### config.mk
export PLATFORM = sky130hd
export DESIGN_NAME = fsm_bn_span
export DESIGN_NICKNAME = d
export VERILOG_FILES = /design/src/rtl/fsm_bn_span.sv
export SDC_FILE = /design/constraint.sdc
export NUM_CORES = 1
export LEC_CHECK = 0
export CORE_MARGIN = 8
export CORE_UTILIZATION = 47
export CTS_CLUSTER_DIAMETER = 200
export DETAILED_ROUTE_END_ITERATION = 6
export PLACE_DENSITY = 0.76
export SLEW_MARGIN = 20
export SYNTH_ARGS = -nofsm -noshare
export SYNTH_HDL_FRONTEND = slang
export SYNTH_SLANG_ARGS = --single-unit
export TNS_END_PERCENT = 30
### constraint.sdc
create_clock -name clk -period 2.57 [get_ports clk]
set_clock_uncertainty 0.2 [all_clocks]
set_input_delay 0.514 -clock clk [delete_from_list [all_inputs] [get_ports clk]]
set_output_delay 0.514 -clock clk [all_outputs]
set_load 0.05 [all_outputs]
### src/rtl/fsm_bn_span.sv
`default_nettype none
// ============================================================================
// Module   : fsm_bn_span
// Brief    : Sequencer for N_EDGE Bresenham edge walkers feeding the Z-buffer
//            span filler. Edge 0 (long edge) is paired in turn with short
//            edges 1..N_EDGE-1. Each walker step is followed by a span-fill
//            request; spans are counted and end of conversion is pulsed.
// Options  : FSM_BN_TMO_EN - watchdog on every wait state; on expiry the
//            block pulses err together with eoc and returns to idle.
// Revision : 1.0 - initial release
// ============================================================================
module fsm_bn_span #(
   parameter int N_EDGE = 3,
   parameter int CNT_W  = 12,
   parameter int TMO_W  = 8,
   localparam int SEL_W = ($clog2(N_EDGE) > 1) ? $clog2(N_EDGE) : 1
) (
   input  logic              clk,
   input  logic              rst,
   input  logic              req_1,
   output logic              ack_1,
   output logic              req_init,
   input  logic              ack_init,
   output logic              init_br,
   output logic [SEL_W-1:0]  edge_sel,
   output logic [N_EDGE-1:0] req_step,
   input  logic [N_EDGE-1:0] ack_step,
   input  logic [N_EDGE-1:0] eol,
   output logic              req_2,
   input  logic              ack_2,
   output logic [CNT_W-1:0]  span_cnt,
   output logic              eoc,
   output logic              err
);

   typedef enum logic [3:0] {
      S_IDLE         = 4'd0,
      S_REQ_INIT     = 4'd1,
      S_W_INIT       = 4'd2,
      S_INIT_BR      = 4'd3,
      S_W_PAIR       = 4'd4,
      S_FILL_FIRST   = 4'd5,
      S_W_FILL_FIRST = 4'd6,
      S_STEP         = 4'd7,
      S_W_STEP       = 4'd8,
      S_REQ_FILL     = 4'd9,
      S_W_FILL       = 4'd10,
      S_NEXT_STAGE   = 4'd11,
      S_DONE         = 4'd12
`ifdef FSM_BN_TMO_EN
      ,S_TMO         = 4'd13
`endif
   } state_t;

   localparam logic [CNT_W-1:0] c_span_max = '1;
   localparam logic [SEL_W-1:0] c_last_sel = SEL_W'(N_EDGE - 1);

   state_t             r_state;
   state_t             w_next;
   logic               r_first;      // high in the first cycle spent in a state
   logic               r_ack_1;
   logic [CNT_W-1:0]   r_span;
   logic [SEL_W-1:0]   r_stage;      // stage index; short edge is stage + 1
   logic [SEL_W-1:0]   w_sel;
   logic               w_pair_idle;
   logic               w_eol_sel;
   logic               w_last_sel;
   logic               w_req_init;
   logic               w_init_br;
   logic               w_step_pulse;
   logic               w_req_2;
   logic               w_eoc;

   assign w_sel       = r_stage + SEL_W'(1);
   assign w_pair_idle = !ack_step[0] && !ack_step[w_sel];
   assign w_eol_sel   = eol[w_sel];
   assign w_last_sel  = (w_sel == c_last_sel);

`ifdef FSM_BN_TMO_EN
   localparam logic [TMO_W-1:0] c_tmo_trip = TMO_W'((1 << TMO_W) - 2);

   logic [TMO_W-1:0]   r_tmo;
   logic               w_in_wait;
   logic               w_err;

   assign w_in_wait = (r_state == S_W_INIT)       || (r_state == S_W_PAIR) ||
                      (r_state == S_W_FILL_FIRST) || (r_state == S_W_STEP) ||
                      (r_state == S_W_FILL);

   // Watchdog: restarts on every state change, advances while waiting
   always_ff @(posedge clk) begin
      if (!rst) begin
         r_tmo <= '0;
      end else if (w_next != r_state) begin
         r_tmo <= '0;
      end else if (w_in_wait) begin
         r_tmo <= r_tmo + TMO_W'(1);
      end
   end

   assign err = w_err;
`else
   assign err = 1'b0;
`endif

   // Next-state and Moore pulse decode; waits ignore busy in their first cycle
   always_comb begin
      w_next       = r_state;
      w_req_init   = 1'b0;
      w_init_br    = 1'b0;
      w_step_pulse = 1'b0;
      w_req_2      = 1'b0;
      w_eoc        = 1'b0;
`ifdef FSM_BN_TMO_EN
      w_err        = 1'b0;
`endif
      case (r_state)
         S_IDLE: begin
            if (!req_1) w_next = S_REQ_INIT;
         end
         S_REQ_INIT: begin
            w_req_init = 1'b1;
            w_next     = S_W_INIT;
         end
         S_W_INIT: begin
            if (!r_first && !ack_init) w_next = S_INIT_BR;
         end
         S_INIT_BR: begin
            w_init_br = 1'b1;
            w_next    = S_W_PAIR;
         end
         S_W_PAIR: begin
            if (!r_first && w_pair_idle) w_next = S_FILL_FIRST;
         end
         S_FILL_FIRST: begin
            w_req_2 = 1'b1;
            w_next  = S_W_FILL_FIRST;
         end
         S_W_FILL_FIRST: begin
            if (!r_first && !ack_2) w_next = S_STEP;
         end
         S_STEP: begin
            w_step_pulse = 1'b1;
            w_next       = S_W_STEP;
         end
         S_W_STEP: begin
            if (!r_first && w_pair_idle) w_next = S_REQ_FILL;
         end
         S_REQ_FILL: begin
            w_req_2 = 1'b1;
            w_next  = S_W_FILL;
         end
         S_W_FILL: begin
            // Long edge finishing, or the last short edge finishing, ends the
            // triangle; this also covers both edges ending on the same step.
            if (!r_first && !ack_2 && w_pair_idle) begin
               if (eol[0] || (w_eol_sel && w_last_sel)) begin
                  w_next = S_DONE;
               end else if (w_eol_sel) begin
                  w_next = S_NEXT_STAGE;
               end else begin
                  w_next = S_STEP;
               end
            end
         end
         S_NEXT_STAGE: begin
            w_next = S_REQ_INIT;
         end
         S_DONE: begin
            w_eoc  = 1'b1;
            w_next = S_IDLE;
         end
`ifdef FSM_BN_TMO_EN
         S_TMO: begin
            w_err  = 1'b1;
            w_eoc  = 1'b1;
            w_next = S_IDLE;
         end
`endif
         default: begin
            w_next = S_IDLE;
         end
      endcase
`ifdef FSM_BN_TMO_EN
      if (w_in_wait && (w_next == r_state) && (r_tmo == c_tmo_trip)) begin
         w_next = S_TMO;
      end
`endif
   end

   // State register and first-cycle marker for the wait states
   always_ff @(posedge clk) begin
      if (!rst) begin
         r_state <= S_IDLE;
         r_first <= 1'b1;
      end else begin
         r_state <= w_next;
         r_first <= (w_next != r_state);
      end
   end

   // ack_1 rises one edge after the first REQ_INIT and falls on return to IDLE
   always_ff @(posedge clk) begin
      if (!rst) begin
         r_ack_1 <= 1'b0;
      end else begin
         r_ack_1 <= (w_next != S_IDLE) && (r_state != S_IDLE);
      end
   end

   // Span counter: cleared on start, saturating increment per fill request
   always_ff @(posedge clk) begin
      if (!rst) begin
         r_span <= '0;
      end else if ((r_state == S_IDLE) && !req_1) begin
         r_span <= '0;
      end else if (w_req_2 && (r_span != c_span_max)) begin
         r_span <= r_span + CNT_W'(1);
      end
   end

   // Stage register: restarts at the first short edge, advances per stage
   always_ff @(posedge clk) begin
      if (!rst) begin
         r_stage <= '0;
      end else if ((r_state == S_IDLE) && !req_1) begin
         r_stage <= '0;
      end else if (r_state == S_NEXT_STAGE) begin
         r_stage <= r_stage + SEL_W'(1);
      end
   end

   // Step pulse reaches only the long edge and the active short edge
   for (genvar gi = 0; gi < N_EDGE; gi++) begin : g_step
      assign req_step[gi] = w_step_pulse && ((gi == 0) || (w_sel == SEL_W'(gi)));
   end

   assign ack_1    = r_ack_1;
   assign req_init = w_req_init;
   assign init_br  = w_init_br;
   assign edge_sel = w_sel;
   assign req_2    = w_req_2;
   assign span_cnt = r_span;
   assign eoc      = w_eoc;

endmodule
`default_nettype wire

==> qor.yml <==
outcome: "complete, no violations"
finalWeightedCongestion: 0.9579
avgSynthCellArea_um2: 8.616
slew_headroom_pct: 65.35
final_nets: 188
clock_latency_ps: 300
tns_ps: 0
clock_sinks: 20
path_class: "flip-flop to flip-flop"
cts_tree: "done"
worst_pin_slew_ps: 518.1
netlist_area_um2: 1215
p_leak_uw: 0.0005702
synth-edff-count: 0
grt_max_degree: 15
rows: 18
die-area_um2: 4468
cts_buffer_depth: 2
yosysTopAreaCell: "dfxtp_1"
fin_area_um2: 1612
grtUsageMet1_pct: 15.67
synth_warnings: 0
num_vias: 1132
layout_worst_path_cycle_share_pct: 94.58
dpl_cell_area_um2: 1588
vias_per_cell: 5.604
ys_seq_area_share_pct: 32.96
max_freq_mhz: 411.4
ys_async_sr_fraction_pct: 0
slew_viol_final: 0
ys_top_cells_by_area: "dfxtp_1 33%, xor2_1 5.0%, nor2_1 4.6%"
layout_min_cycle_time_ps: 2431
grt_pass1_wl_um: 4733
p_comb_share_pct: 20.9
hold_buffers: 0
clk_pin_slew_ps: 100
cts-buffers-inserted: 3
worst_setup_path_end_kind: "flip-flop"
startpoint: "r_stage[0]$_SDFFE_PP0N_"
portBuffers: 32
pwr-share-seq_pct: 55.2
grt_pass1_vias: 1088
syn_inst: 141
antenna_cells: 0
holdWs_ps: 305.2
first_pass_iters: 4
postLayoutCoreUtil_pct: 65.65
root_buffer: "clkbuf_4"
wire_per_inst_um: 14.39
hold_viol: 0
ys_top_cells_by_count: "20 x dfxtp_1, 15 x nor2_1, 9 x nand2_1"
cap_viol_max_count: 0
clkPwrFrac_pct: 23.9
peakVddDrop_v: 0.0002969
drc: 0
start_kind: "flip-flop"
switching_share_pct: 28.53
coreArea_um2: 2455
start_util_pct: 49.49
rrSetupSlack_ps: 140
power_switching_uw: 171.6
busiest_layer: "met2"
setup_slack_ps: 139.3
synth_top_area_share_pct: 32.96
grtUsageMet3_pct: 3.523
p_int_uw: 429.8
p_per_area_nw_per_um2: 373.2
die_w_um: 66.84
rsz0062_at_grt: "false"
ant_nets: 0
syn_to_final_growth_pct: 32.65
antenna_found_initial: 0
setup_viol: 0
synth.distinct_cells: 47
drt_iter0_drc: 59
required_ps: 2570
syn_nets: 155
dp_hpwl_um: 2250
r2r_start: "r_stage[0]$_SDFFE_PP0N_"
ys.flop_type: "dfxtp_1"
dp_worst_setup_slack_ps: -23.47
synth_most_common_cell: "dfxtp_1"
htreeDepth: 1
drt-total-wl_um: 2907
drive_above_1_share_pct: 16.28
grt_usage_pct: 13.35
use_met2_pct: 20.91
die_height_um: 66.84
min_from: "span_cnt[4]$_SDFFE_PP0P_"
synth.ff_latch_count: 20
worstHoldPathType: "flip-flop to flip-flop"
arrival_ps: 2430
crit_fanout: 7
overflow: 0
ios: 34
-- through the flow --
step | instances | power (uW)
floorplan | 141 | 424.0
global placement | 199 | 464.1
detailed placement | 199 | 465.0
CTS | 202 | 605.5
global route | 202 | 636.6
finish | 202 | 601.4
-- logic make-up after synthesis --
| logic type | Yosys count | share of synthesized area [%] |
|---|---|---|
| other | 1 | 0.3087 |
| AND/OR/NAND/NOR | 69 | 31.72 |
| AO/OA/AOI/OAI | 20 | 12.87 |
| XOR/XNOR | 14 | 10.71 |
| multiplexers | 3 | 2.575 |
| adder cells (fa/ha/maj) | 3 | 3.090 |
| buffers and inverters | 11 | 5.767 |
| flip-flops | 20 | 32.96 |
-- critical path, stage by stage, from the launching register on --
cell and delay [ps]:
dfxtp_2 420, clkinvlp_4 150, ha_4 250, or3b_2 460, a211oi_1 300, o32a_1 210, nand2_1 60, o311a_1 280
-- final timing paths --
kind | endpoint | cells after the start
worst max register to register | ack_1$_SDFF_PN0_ | 7
worst min register to register | span_cnt[4]$_SDFFE_PP0P_ | 2
worst max-delay path | ack_1$_SDFF_PN0_ | 7
worst min-delay path | span_cnt[4]$_SDFFE_PP0P_ | 2
-- power groups by stage --
stage	Combinational [uW]	Clock, uW	Sequential, uW
global route	136	167	334
global placement	126	0	338
CTS	126	148	332
floorplan	84.9	0	339
finish	125	144	332
detailed placement	126	0	339
-- final cells by class --
type | instances | area [um2]
clock buffers | 3 | 22.52
fillers | 204 | 843.3
flip-flops and latches | 20 | 402.9
repair buffers | 35 | 372.9
multi-input cells | 110 | 757.0
well taps | 30 | 37.54
inverters | 4 | 18.77
-- per-layer routing --
metal	wire, um	vias to the layer above
met3	215	5
met5	0	-
met1	1231	515
met2	1395	36
li1	-	576
met4	65	0
-- placed cells by master, fill, tap and decap left out, types with 5 or more instances in the layout --
| cell | count |
|---|---|
| xnor2_1 | 6 |
| clkdlybuf4s50_1 | 24 |
| nor3_1 | 6 |
| buf_4 | 7 |
| xor2_1 | 7 |
| nor2_1 | 15 |
| nand2_1 | 9 |
| dfxtp_1 | 18 |
| and2_1 | 5 |
-- repair_timing --
action / in CTS / in global routing
buffers inserted: 0 / 0
setup endpoints to repair: 0 / 2
resized for setup: 0 / 1
-- registers in the layout, indices dropped and copies added (netlist names) --
name      cells
r_first       1
r_stage       2
r_state       4
span_cnt     12
ack_1         1
Note: power is estimated with default switching activity, not from simulation.
